===== config.mk =====
export PLATFORM = sky130hd
export DESIGN_NAME = irq_arbiter_flat
export DESIGN_NICKNAME = d
export VERILOG_FILES = /design/src/rtl/irq_arbiter_pkg.sv /design/src/rtl/irq_arbiter_if.sv /design/src/rtl/irq_arbiter_rr_pick.sv /design/src/rtl/irq_arbiter.sv /design/src/flat_wrapper.sv
export SDC_FILE = /design/constraint.sdc
export NUM_CORES = 1
export LEC_CHECK = 0
export CORE_ASPECT_RATIO = 1.1
export CORE_UTILIZATION = 40
export DETAILED_ROUTE_END_ITERATION = 16
export SLEW_MARGIN = 10
export SYNTH_ARGS = -nofsm -noshare
export SYNTH_HDL_FRONTEND = slang
export SYNTH_SLANG_ARGS = --single-unit

===== constraint.sdc =====
create_clock -name CLK -period 3.1 [get_ports CLK]
set_input_delay 0.62 -clock CLK [delete_from_list [all_inputs] [get_ports CLK]]
set_output_delay 0.62 -clock CLK [all_outputs]
set_load 0.02 [all_outputs]

===== src/rtl/irq_arbiter_pkg.sv =====
// Shared types and default sizing for the multi-source interrupt arbiter.
package irq_pkg;

  localparam int DEF_NUM_SRC      = 4;
  localparam int DEF_PULSE_CYCLES = 6;

  typedef enum logic [1:0] {
    IRQ_IDLE,
    IRQ_ASSERT,
    IRQ_WAIT_ACK
  } irq_state_t;

endpackage


===== src/rtl/irq_arbiter_if.sv =====
// Request/mask/status bundle between the interrupt sources, the CPU and the arbiter.
interface irq_arbiter_if
  import irq_pkg::*;
#(
  parameter int NUM_SRC = DEF_NUM_SRC,
  parameter int ID_W    = $clog2(NUM_SRC)
);

  logic [NUM_SRC-1:0] src_req;
  logic               mask_we;
  logic [NUM_SRC-1:0] mask_wdata;
  logic               int_en;
  logic               ack;
  logic               interrupt;
  logic [ID_W-1:0]    irq_id;
  logic               busy;
  logic [NUM_SRC-1:0] pending;

  modport slave (
    input  src_req, mask_we, mask_wdata, int_en, ack,
    output interrupt, irq_id, busy, pending
  );

  modport master (
    output src_req, mask_we, mask_wdata, int_en, ack,
    input  interrupt, irq_id, busy, pending
  );

endinterface


===== src/rtl/irq_arbiter_rr_pick.sv =====
// Combinational round-robin picker: rotate so the search starts after `last`,
// take the lowest set bit, then rotate the index back.
module rr_pick #(
  parameter int N    = 4,
  parameter int ID_W = $clog2(N)
) (
  input  logic [N-1:0]    req,
  input  logic [ID_W-1:0] last,
  output logic [ID_W-1:0] grant_id,
  output logic            any
);

  localparam logic [ID_W-1:0] LAST_IDX = ID_W'(N - 1);
  localparam logic [ID_W:0]   N_W      = (ID_W + 1)'(N);

  logic [ID_W-1:0] w_start;
  logic [2*N-1:0]  w_dbl;
  logic [N-1:0]    w_rot;
  logic [ID_W-1:0] w_idx;
  logic [ID_W:0]   w_sum;
  logic [ID_W:0]   w_wrap;

  assign any = |req;

  // NOTE: every signal written here gets a default first, so no path leaves
  // one unassigned and no latch is inferred.
  always_comb begin
    w_start = (last == LAST_IDX) ? '0 : last + 1'b1;
    w_dbl   = {req, req};
    w_rot   = N'(w_dbl >> w_start);
    w_idx   = '0;
    for (int i = N - 1; i >= 0; i--) begin
      if (w_rot[i]) w_idx = ID_W'(i);
    end
    w_sum    = {1'b0, w_idx} + {1'b0, w_start};
    w_wrap   = w_sum - N_W;
    grant_id = (w_sum >= N_W) ? w_wrap[ID_W-1:0] : w_sum[ID_W-1:0];
  end

endmodule


===== src/rtl/irq_arbiter.sv =====
// Multi-source interrupt arbiter: edge-latched pending bits, per-source mask,
// round-robin grant and a fixed-length interrupt pulse held until the CPU acks.
module irq_arbiter
  import irq_pkg::*;
#(
  parameter int NUM_SRC      = DEF_NUM_SRC,
  parameter int PULSE_CYCLES = DEF_PULSE_CYCLES
) (
  input logic          CLK,
  input logic          RST_N,
  irq_arbiter_if.slave irq_bus
);

  localparam int ID_W  = $clog2(NUM_SRC);
  localparam int CNT_W = (PULSE_CYCLES > 1) ? $clog2(PULSE_CYCLES) : 1;

  localparam logic [1:0] S_IDLE     = IRQ_IDLE;
  localparam logic [1:0] S_ASSERT   = IRQ_ASSERT;
  localparam logic [1:0] S_WAIT_ACK = IRQ_WAIT_ACK;

  logic [1:0]         r_state;
  logic [CNT_W-1:0]   r_cnt;
  logic [NUM_SRC-1:0] r_mask;
  logic [NUM_SRC-1:0] r_pending;
  logic [NUM_SRC-1:0] r_src_prev;
  logic [ID_W-1:0]    r_last;
  logic [ID_W-1:0]    r_irq_id;
  logic               r_busy;
  logic               r_int;

  logic [NUM_SRC-1:0] w_rise;
  logic [NUM_SRC-1:0] w_elig;
  logic [NUM_SRC-1:0] w_clr;
  logic [ID_W-1:0]    w_win;
  logic               w_any;
  logic               w_grant;

  assign w_rise  = irq_bus.src_req & ~r_src_prev;
  assign w_elig  = r_pending & ~r_mask;
  assign w_grant = (r_state == S_IDLE) && irq_bus.int_en && w_any;
  assign w_clr   = w_grant ? (NUM_SRC'(1) << w_win) : '0;

  rr_pick #(
    .N    (NUM_SRC),
    .ID_W (ID_W)
  ) u_pick (
    .req      (w_elig),
    .last     (r_last),
    .grant_id (w_win),
    .any      (w_any)
  );

  // NOTE: all state here uses non-blocking assignments so every register
  // samples the pre-edge values, independent of statement order.
  always_ff @(posedge CLK or negedge RST_N) begin
    if (!RST_N) begin
      r_state    <= S_IDLE;
      r_cnt      <= '0;
      r_mask     <= '1;
      r_pending  <= '0;
      r_src_prev <= '0;
      r_last     <= ID_W'(NUM_SRC - 1);
      r_irq_id   <= '0;
      r_busy     <= 1'b0;
      r_int      <= 1'b0;
    end else begin
      r_src_prev <= irq_bus.src_req;
      // A rise on the source being granted re-arms it: set wins over clear.
      r_pending  <= (r_pending & ~w_clr) | w_rise;
      if (irq_bus.mask_we) r_mask <= irq_bus.mask_wdata;

      case (r_state)
        S_IDLE: begin
          if (w_grant) begin
            r_irq_id <= w_win;
            r_last   <= w_win;
            r_busy   <= 1'b1;
            r_int    <= 1'b1;
            r_cnt    <= CNT_W'(PULSE_CYCLES - 1);
            r_state  <= S_ASSERT;
          end
        end
        S_ASSERT: begin
          if (r_cnt == '0) begin
            r_int   <= 1'b0;
            r_state <= S_WAIT_ACK;
          end else begin
            r_cnt <= r_cnt - 1'b1;
          end
        end
        S_WAIT_ACK: begin
          if (irq_bus.ack) begin
            r_busy  <= 1'b0;
            r_state <= S_IDLE;
          end
        end
        default: r_state <= S_IDLE;
      endcase
    end
  end

  assign irq_bus.interrupt = r_int;
  assign irq_bus.irq_id    = r_irq_id;
  assign irq_bus.busy      = r_busy;
  assign irq_bus.pending   = r_pending;

endmodule


===== src/flat_wrapper.sv =====
// flat-port wrapper written by rule: the top's interface ports become plain ports
module irq_arbiter_flat import irq_pkg::*;
#(
  parameter int NUM_SRC      = DEF_NUM_SRC,
  parameter int PULSE_CYCLES = DEF_PULSE_CYCLES
)
  (CLK, RST_N, irq_bus_src_req, irq_bus_mask_we, irq_bus_mask_wdata, irq_bus_int_en, irq_bus_ack, irq_bus_interrupt, irq_bus_irq_id, irq_bus_busy, irq_bus_pending);
  irq_arbiter_if #(.NUM_SRC(NUM_SRC)) irq_bus_i ();
  input logic CLK;
  input logic RST_N;
  input wire logic [$bits(irq_bus_i.src_req)-1:0] irq_bus_src_req;
  input wire logic [$bits(irq_bus_i.mask_we)-1:0] irq_bus_mask_we;
  input wire logic [$bits(irq_bus_i.mask_wdata)-1:0] irq_bus_mask_wdata;
  input wire logic [$bits(irq_bus_i.int_en)-1:0] irq_bus_int_en;
  input wire logic [$bits(irq_bus_i.ack)-1:0] irq_bus_ack;
  output wire logic [$bits(irq_bus_i.interrupt)-1:0] irq_bus_interrupt;
  output wire logic [$bits(irq_bus_i.irq_id)-1:0] irq_bus_irq_id;
  output wire logic [$bits(irq_bus_i.busy)-1:0] irq_bus_busy;
  output wire logic [$bits(irq_bus_i.pending)-1:0] irq_bus_pending;
  assign irq_bus_i.src_req = irq_bus_src_req;
  assign irq_bus_i.mask_we = irq_bus_mask_we;
  assign irq_bus_i.mask_wdata = irq_bus_mask_wdata;
  assign irq_bus_i.int_en = irq_bus_int_en;
  assign irq_bus_i.ack = irq_bus_ack;
  assign irq_bus_interrupt = irq_bus_i.interrupt;
  assign irq_bus_irq_id = irq_bus_i.irq_id;
  assign irq_bus_busy = irq_bus_i.busy;
  assign irq_bus_pending = irq_bus_i.pending;
  irq_arbiter #(.NUM_SRC(NUM_SRC), .PULSE_CYCLES(PULSE_CYCLES)) u_core (.CLK(CLK), .RST_N(RST_N), .irq_bus(irq_bus_i));
endmodule

==> results.py, run 1 <==
metrics = {
    "run_status": {
        "status": "finished clean",
    },
    "critical_path": {
        "reg2reg_depth": 9,
        "endpoint_kind": "flop",
        "critical_path.max_fanout": 11,
        "worst_ep_arrival_time_ps": 2560,
        "worstSetupPathType": "flop to flop",
        "startpoint_type": "flop",
        "required_ps": 3270,
    },
    "logic_synthesis": {
        "yosysWarnings": 0,
        "postSynthCellCount": 114,
        "synthTopCellsByArea": "dfrtp_1 35%, dfstp_2 13%, mux2_2 4.6%, ha_1 4.1%, nor2_1 4.0%",
        "synth_area_per_cell_sq_um": 10.7,
        "ys_ff_latch": 23,
        "synth.distinct_cells": 41,
        "synth.net_count": 131,
        "synth_area_leader_cell": "dfrtp_1",
        "synth_top_area_share_pct": 34.8,
        "synth_area_sq_um": 1220,
        "synth_seq_area_share_pct": 47.6,
    },
    "route": {
        "wl_microns": 2350,
        "drt-initial-drc-count": 28,
        "viasPerCell": 5.27,
        "vias": 890,
        "drcViolationCount": 0,
        "ant_nets": 0,
        "wl_per_cell_microns": 13.9,
        "firstDrtPassIters": 4,
    },
    "grt": {
        "gr-total-overflow": 0,
        "grt_pass1_vias": 899,
        "grt_max_degree": 21,
        "grt_pass1_wl_microns": 4070,
        "antenna_found_initial": 0,
        "grt_usage_pct": 17.5,
    },
    "cts": {
        "post_cts_buffers": 0,
        "insertion_delay_ps": 300,
        "path_clk_slew_ps": 120,
        "cts-resized-gates": 0,
        "root_buffer": "clkbuf_4",
        "cts_buffer_depth": 2,
        "cts_tree": "built",
        "cts_sinks": 23,
        "cts-htree-levels": 1,
        "numCtsBuffers": 3,
        "ctsHoldBuffers": 0,
    },
    "floorplanning": {
        "ioPinCount": 21,
        "fp.dieW_microns": 54.7,
        "fp.dieH_microns": 60.0,
        "rows": 20,
        "start_util_pct": 43.3,
        "core_area_sq_um": 2830,
        "die_area_sq_um": 3280,
    },
    "timing": {
        "fmax_ghz": 0.419,
        "holdWs_ps": 506,
        "hold_violations": 0,
        "tightestPinTransition_ps": 858,
        "skew_ps": 2.72,
        "timing.setup.tns_ps": 0,
        "min_period_ps": 2390,
        "setup_slack_ps": 711,
        "fin_crit_sh_pct": 77.1,
        "relSlewSlack_pct": 42.6,
        "finalMaxSlewViolations": 0,
        "setup_violations": 0,
        "rsz0062_at_grt": "false",
    },
    "placement": {
        "port_buffers": 20,
        "placed_cells": 165,
        "place_ws_ps": 752,
        "hpwl_microns": 1790,
        "gp_congestion": 0.806,
    },
    "min_path": {
        "min_path_type": "flop to flop",
        "min_path_cells": 2,
    },
    "layout": {
        "drive_gt1_share_pct": 19.9,
        "fin_nets": 154,
        "stdcell_count": 169,
        "final_cell_mix": "20 x clkdlybuf4s50_1, 17 x dfrtp_1, 13 x nor2_1",
        "diodes": 0,
        "fin_util_pct": 52.4,
        "fill_cells": 256,
        "syn_to_final_growth_pct": 21.2,
        "mostFrequentLayoutCell": "clkdlybuf4s50_1",
    },
    "power": {
        "peakVddDrop_uv": 457,
        "p_leak_nw": 0.606,
        "power_density_nw_per_um2": 931,
    },
    "run": {
        "drv_cap": 0,
    },
}
[kinds of logic after synthesis]
family / Yosys count / share of synthesized area [%]
buf+inv: 9 / 3.17
flops: 23 / 47.6
mux: 5 / 4.60
xor+xnor: 3 / 2.76
simple gates: 43 / 19.8
fa+ha+maj: 5 / 5.21
compound gates: 26 / 16.8
[where the power goes]
part	internal [mW]	switching [mW]	leakage, nW
logic	0.355	0.419	0.339
clock network	0.0501	0.0860	0.0150
registers	0.397	0.0734	0.251
total	0.802	0.578	0.606
[routing by layer]
metal | vias up | global-route usage (%) | wire (microns)
met4 | 0 | 6.59 | 21
li1 | 447 | - | -
met5 | - | 0 | 0
met2 | 13 | 25.8 | 1090
met1 | 428 | 25.1 | 1190
met3 | 2 | 3.05 | 49
[registers in the layout, summed over array words and instances, names as in the netlist]
register                  count
u_core.irq_bus.pending        4
u_core.r_mask                 4
u_core.r_src_prev             4
u_core.r_cnt                  3
u_core.irq_bus.irq_id         2
u_core.r_last                 2
u_core.r_state                2
u_core.irq_bus.busy           1
u_core.irq_bus.interrupt      1
[synth_stat cells]
| cell | number |
|---|---|
| a41oi_1 | 1 |
| nand2_1 | 7 |
| and2b_4 | 1 |
| nor3_2 | 1 |
| nor4b_2 | 1 |
| nand2_2 | 1 |
| o221ai_1 | 2 |
| o21ai_0 | 4 |
| or2_2 | 1 |
| and2b_1 | 1 |
| buf_4 | 1 |
| nor2_1 | 13 |
| buf_2 | 1 |
| a211oi_1 | 1 |
| o2bb2ai_1 | 1 |
| maj3_4 | 1 |
| a311oi_1 | 1 |
| dfrtp_1 | 17 |
| xnor2_1 | 1 |
| mux2_2 | 5 |
| nand2b_1 | 6 |
| inv_2 | 1 |
| a22o_1 | 1 |
| a41oi_2 | 1 |
| nor3_1 | 2 |
| xnor2_2 | 1 |
| inv_1 | 5 |
| clkbuf_1 | 1 |
| a32o_1 | 1 |
| or4b_4 | 1 |
| or3_1 | 1 |
| o211ai_1 | 1 |
| ha_1 | 4 |
| o41ai_4 | 1 |
| dfstp_2 | 6 |
| o211ai_2 | 1 |
| nor2b_1 | 6 |
| nand3b_1 | 1 |
| o22ai_1 | 1 |
| a21oi_1 | 9 |
| xor2_1 | 1 |
[path summary, 6_finish.rpt]
kind,from,to,slack (ps)
setup / recovery,u_core.r_last[0]$_DFFE_PN1P_,u_core.irq_bus.pending[1]$_DFF_PN0_,710
hold / removal,u_core.irq_bus.irq_id[0]$_DFFE_PN0P_,u_core.irq_bus.irq_id[0]$_DFFE_PN0P_,510
setup reg to reg,u_core.r_last[0]$_DFFE_PN1P_,u_core.irq_bus.pending[1]$_DFF_PN0_,710
hold reg to reg,u_core.irq_bus.irq_id[0]$_DFFE_PN0P_,u_core.irq_bus.irq_id[0]$_DFFE_PN0P_,510
max in group asynchronous,RST_N,u_core.r_mask[1]$_DFFE_PN1P_,1630
min in group asynchronous,RST_N,u_core.irq_bus.interrupt$_DFFE_PN0P_,790
[cell type report]
cell class                      count  area [sq um]  share of cell area (%)
Timing Repair Buffer               21           208                    14.0
Inverter                            6          22.5                    1.52
Multi-Input combinational cell     82           602                    40.6
Tap cell                           33          41.3                    2.78
Clock buffer                        4          26.3                    1.77
Sequential cell                    23           583                    39.3
[through the flow]
step,power (mW),cell area (sq um)
after floorplan,1.06,1220
after global placement,1.22,1460
after detailed placement,1.24,1460
after CTS,1.39,1480
after global routing,1.49,1480
final,1.38,1480
[worst max-delay path: stages, from the launching register on]
cell       delay (ps)
dfstp_2           410
ha_1              230
or2_2             330
inv_2             170
o211ai_1          130
o2bb2ai_1         130
a32o_1            200
ha_1              230
xnor2_2           270
a41oi_2           140
Note: power is estimated with default switching activity, not from simulation.
==> run 2, diff against run 1 <==
--- a/config.mk
+++ b/config.mk
@@ -8,6 +8,7 @@
 export CORE_ASPECT_RATIO = 1.1
 export CORE_UTILIZATION = 40
 export DETAILED_ROUTE_END_ITERATION = 16
+export PLACE_DENSITY = 0.66
 export SLEW_MARGIN = 10
 export SYNTH_ARGS = -nofsm -noshare
 export SYNTH_HDL_FRONTEND = slang
==> constraint.sdc (replaced) <==
create_clock -name CLK -period 2.06 [get_ports CLK]
set_input_delay 0.412 -clock CLK [delete_from_list [all_inputs] [get_ports CLK]]
set_output_delay 0.412 -clock CLK [all_outputs]
set_load 0.02 [all_outputs]
==> run 2 against run 1 <==
  * The flow now finishes with violations (negative setup slack)
  * Combinational power increased by 100%
  * Global-route usage increased by 0.20 points
  * Sequential cell count unchanged
  * Design area increased by 11%
  * Cell count increased by 6.5%
  * Power increased by 78%
  * Clock-buffer cell count decreased by 1
  * Non-clock buffer count increased by 11
  * Core utilization increased by 5.5 points
  * Die area unchanged
  * Clock power increased by 50%
  * Critical endpoint unchanged
==> results.py, run 2 (synthesis gave the netlist of run 1 again) <==
metrics = {
    "layout": {
        "final_cell_mix": "20 x clkdlybuf4s50_1, 17 x dfrtp_1, 12 x nor2_1, 12 x buf_4",
        "mostFrequentLayoutCell": "clkdlybuf4s50_1",
        "syn_to_final_growth_pct": 33.9,
        "fill_cells": 253,
        "fin_nets": 165,
        "fin_util_pct": 58.0,
        "drive_gt1_share_pct": 32.0,
        "diodes": 0,
    },
    "floorplanning": {
        "rows": 20,
        "fp.dieH_microns": 60.0,
        "ioPinCount": 21,
        "die_area_sq_um": 3280,
        "start_util_pct": 43.3,
        "core_area_sq_um": 2830,
        "fp.dieW_microns": 54.7,
    },
    "cts": {
        "cts_tree": "built",
        "cts_buffer_depth": 2,
        "cts-htree-levels": 1,
        "ctsHoldBuffers": 0,
        "insertion_delay_ps": 300,
        "cts_sinks": 23,
        "root_buffer": "clkbuf_4",
        "path_clk_slew_ps": 130,
        "numCtsBuffers": 3,
    },
    "critical_path": {
        "rr_startpoint": "u_core.r_last[0]$_DFFE_PN1P_",
        "startpoint_type": "flop",
        "r2r_end": "u_core.irq_bus.pending[1]$_DFF_PN0_",
        "worst_ep_arrival_time_ps": 2300,
        "endpoint_kind": "flop",
        "critical_path.max_fanout": 8,
        "rrSetupSlack_ps": -50,
        "reg2reg_depth": 10,
        "worstSetupPathType": "flop to flop",
        "required_ps": 2250,
    },
    "route": {
        "firstDrtPassIters": 3,
        "vias": 943,
        "wl_microns": 2480,
        "wl_per_cell_microns": 13.8,
        "drt-initial-drc-count": 10,
        "drcViolationCount": 0,
        "ant_nets": 0,
        "viasPerCell": 5.24,
    },
    "timing": {
        "fin_crit_sh_pct": 102,
        "setup_violations": 4,
        "min_period_ps": 2110,
        "setup_slack_ps": -46.1,
        "rsz0062_at_grt": "true",
        "relSlewSlack_pct": 79.4,
        "finalMaxSlewViolations": 0,
        "timing.setup.tns_ps": -86.1,
        "skew_ps": 7.29,
        "holdWs_ps": 438,
        "tightestPinTransition_ps": 308,
        "hold_violations": 0,
        "fmax_ghz": 0.475,
    },
    "grt": {
        "grt_max_degree": 24,
        "grt_pass1_wl_microns": 4100,
        "gr-total-overflow": 0,
        "grt_usage_pct": 17.7,
        "grt_pass1_vias": 941,
        "antenna_found_initial": 0,
    },
    "run_status": {
        "status": "finished, violations left",
        "violations": "negative setup slack",
    },
    "power": {
        "peakVddDrop_uv": 835,
        "power_mw": 2.46,
        "power_density_nw_per_um2": 1500,
        "p_leak_nw": 0.669,
    },
    "placement": {
        "port_buffers": 20,
        "hpwl_microns": 1860,
        "gp_congestion": 0.873,
        "place_ws_ps": -30.1,
    },
    "min_path": {
        "min_path_type": "primary input to async pin",
    },
    "run": {
        "drv_cap": 0,
    },
}
[run 2: layer usage]
metal | track usage, % | share of wire [%]
met1 | 22.7 | 47
met5 | 0 | 0
met4 | 5.49 | 0.65
met2 | 29.6 | 51
met3 | 3.05 | 2.0
[run 2: final cells by class]
class	instances	area [sq um]	share of cell area, %
multi-input combinational	82	669	40.8
clock buffer	3	22.5	1.37
clock inverter	1	5.00	0.305
inverter	6	27.5	1.68
sequential	23	583	35.6
timing repair buffer	32	290	17.7
tap	33	41.3	2.52
[run 2: timing repair]
item,4_1_cts,5_1_grt
setup endpoints to repair,5,6
pin swaps,0,5
buffers inserted,1,0
gates resized for setup,3,4
[run 2: stage by stage]
step	instance area (sq um)	cells
floorplan	1270	114
global placement	1580	175
detailed placement	1580	175
CTS	1630	180
global route	1640	180
finish	1640	180
[run 2: worst max-delay path, stage by stage (launching register included)]
cell and delay [ps]:
dfstp_2 590, ha_4 150, or2_4 150, inv_6 60
nor2_4 90, a21oi_2 50, o2bb2ai_1 130, a32o_2 250
ha_4 190, xnor2_4 210, a41oi_2 130
[run 2: worst max-delay path by stage]
stage / startpoint / endpoint / cells past startpoint
2_1_floorplan: u_core.r_last[0]$_DFFE_PN1P_ / u_core.irq_bus.pending[3]$_DFF_PN0_ / 11
3_3_place_gp: u_core.r_last[0]$_DFFE_PN1P_ / u_core.irq_bus.pending[1]$_DFF_PN0_ / 9
3_5_place_dp: u_core.r_last[0]$_DFFE_PN1P_ / u_core.irq_bus.pending[3]$_DFF_PN0_ / 9
4_1_cts: u_core.r_last[0]$_DFFE_PN1P_ / u_core.irq_bus.pending[1]$_DFF_PN0_ / 10
5_1_grt: u_core.r_last[0]$_DFFE_PN1P_ / u_core.irq_bus.pending[1]$_DFF_PN0_ / 9
6_report: u_core.r_last[0]$_DFFE_PN1P_ / u_core.irq_bus.pending[1]$_DFF_PN0_ / 10
[run 2: report_power, final]
group | internal, mW | switching [mW] | total (mW)
sequential | 0.598 | 0.111 | 0.709
combinational | 0.798 | 0.751 | 1.55
clock | 0.0723 | 0.132 | 0.204
==> variant: new RTL, settings of run 1 <==
The package constant `DEF_NUM_SRC` goes from 4 to 16.
--- a/src/rtl/irq_arbiter_pkg.sv
+++ b/src/rtl/irq_arbiter_pkg.sv
@@ -2,5 +2,5 @@
 package irq_pkg;
 
-  localparam int DEF_NUM_SRC      = 4;
+  localparam int DEF_NUM_SRC      = 16;
   localparam int DEF_PULSE_CYCLES = 6;
 
Interface: changed (resized irq_bus_irq_id, irq_bus_mask_wdata, irq_bus_pending and irq_bus_src_req); port bits go from 21 to 59. No check against the original RTL was run, so the function may have changed too.
==> variant against run 1 <==
- the flow now finishes with violations (negative setup slack)
- die area increased to 3.4 times the old value
- sequential share of layout area decreased by 15 points
- core utilization grew 11 points
- setup slack worse by 2.1 ns
- global-route usage is 5.9 points higher
- highest routed layer unchanged
- cell area rose to 4.5 times the old value
- count of clock-buffer cells in the layout increased by 9
- sequential cell count is 40 higher
- synthesized area grew to 3.6 times the old value
- routed wire length increased to 5.5 times the old value
Power is left out: the tool's default activity adds up to more than one toggle a clock period on the data nets, which glitch-free logic cannot reach.
==> variant: results (changes against run 1) <==
| Metric | Value |
|---|---|
| Vias in the first global route | `3874 (+330%)` |
| Critical Path Max Stage Delay | `0.55 ns (+0.14 ns)` |
| Clock-pin slew on the worst setup and hold paths | `0.06 ns (-0.06 ns)` |
| Worst slew pin tran | `0.487 ns (-0.371 ns)` |
| Clk Tree Root Cell | `clkbuf_16` |
| Failing checks | `negative setup slack` |
| YS warnings | `0 (unchanged)` |
| GRT overflow | `0 (unchanged)` |
| Seq/Total Area, Yosys | `0.367 (-0.109)` |
| Fillcell total | `841 (+230%)` |
| Via count | `3754 (+320%)` |
| Net Count, Synth | `432 (+230%)` |
| First-pass GRT wire length | `20.2 mm (+400%)` |
| Top area cells in the synthesized netlist | `dfrtp_1 25%, dfstp_2 12%, mux2_2 5.9%` |
| RD Place Congestion | `0.823 (+2.1%)` |
| Worst path top cell family by delay | `compound AO/OA/AOI/OAI gates` |
| Critical path's slowest cell | `dfstp_2` |
| Synth cell types | `53 (+29%)` |
| Status | `finished, violations left` |
| Number of port buffers | `58 (+190%)` |
| CP arrival | `4.67 ns (+2.11 ns)` |
| Nets | `581 (+280%)` |
| # DRC | `0 (unchanged)` |
| Clock latency on the worst-skew pair | `0.33 ns (+0.03 ns)` |
| Initial antenna violation count | `0 (unchanged)` |
| Cell Area, Placed | `5850 µm² (+300%)` |
| Hold Path Class | `input port to async pin` |
| Final setup viols | `24 (+24)` |
| Largest net degree at the start of global routing | `35 (+67%)` |
| DR WL/cell | `18.8 µm (+36%)` |
| Clk buf depth | `2 (unchanged)` |
| Skew final | `0.00898 ns (+0.00627 ns)` |
| Antenna diode count | `0 (unchanged)` |
| Post-synth top cells | `43 x dfrtp_1, 40 x nor2_1, 23 x mux2_2, 23 x mux2i_1, 23 x nand2b_1` |
| CTS H-tree depth | `3 (+2)` |
| Final WS setup | `-1.37 ns (-2.08 ns)` |
| DRC violation total after the first TritonRoute iteration | `179 (+540%)` |
| Layout cells sized above 1 | `0.504 (+0.305)` |
| Final HPWL from detailed placement | `9.34 mm (+420%)` |
| Critical path fanouts, max | `5 (-6)` |
| Ys async rst share | `1.00 (unchanged)` |
| Clock buffer count from CTS | `9 (+6)` |
| GR Util All Layers | `0.233 (+0.0586)` |
[variant: cell count changes after synthesis, sizes merged, moves of 17 or more]
cell	before	now
mux2i	0	27
buf	2	19
dfrtp	17	43
nor2	13	40
nand3	0	19
mux2	5	26
a2111oi	0	17
nand2b	6	23
a211oi	1	20
[variant: area by class of cell]
type	count	area [µm²]	share of cell area
Sequential cell	63	1600	0.240
Tap cell	143	179	0.0268
Clock inverter	3	40.0	0.00600
Inverter	6	27.5	0.00412
Clock buffer	13	270	0.0405
Multi-Input combinational cell	296	3100	0.464
Timing Repair Buffer	161	1460	0.219
[variant: kinds of logic after synthesis]
kind of cell | after synthesis | synth area share
XOR/XNOR | 5 | 0.0143
buffers and inverters | 29 | 0.0516
flip-flops | 63 | 0.367
AND/OR/NAND/NOR | 150 | 0.182
AO/OA/AOI/OAI | 65 | 0.137
multiplexers | 69 | 0.226
adder cells (fa/ha/maj) | 7 | 0.0218
[variant: routing by layer]
layer	vias up	routed length (µm)	part of all wire	GRT usage
met4	0	289	0.022	0.0831
met2	90	6610	0.51	0.382
met5	-	0	0	0
li1	1746	-	-	-
met1	1899	5510	0.43	0.308
met3	19	487	0.038	0.0408
[variant: through the flow]
| step | instances | utilization | hold WS, ns | worst slack [ns] | setup TNS [ns] |
|---|---|---|---|---|---|
| after floorplan | 388 | - | 0.324 | -1.04 | -20.47 |
| after global placement | 656 | 0.557 | 0.464 | -1.25 | -25.30 |
| after detailed placement | 656 | 0.557 | 0.482 | -1.29 | -26.41 |
| after CTS | 673 | 0.597 | 0.136 | -1.28 | -25.92 |
| after global routing | 685 | 0.636 | 0.136 | -1.53 | -30.70 |
| final | 685 | 0.636 | 0.141 | -1.37 | -26.80 |
[variant: repair_timing]
item / 4_1_cts / 5_1_grt
setup buffers: 1 / 12
setup endpoints to repair: 24 / 24
cloned: 0 / 1
pin swaps: 0 / 13
gates resized for setup: 12 / 56
[variant: path summary, 6_finish.rpt]
kind,startpoint,to,slack (ns),cells after the start
max,u_core.r_last[1],u_core.irq_bus.pending[10],-1.37,18
min,RST_N,u_core.irq_bus.pending[14],0.14,1
max reg2reg,u_core.r_last[1],u_core.irq_bus.pending[10],-1.37,18
min reg2reg,u_core.irq_bus.irq_id[1],u_core.irq_bus.irq_id[1],0.49,2
max in group asynchronous,RST_N,u_core.r_last[0],2.19,2
min in group CLK,u_core.irq_bus.irq_id[1],u_core.irq_bus.irq_id[1],0.49,2
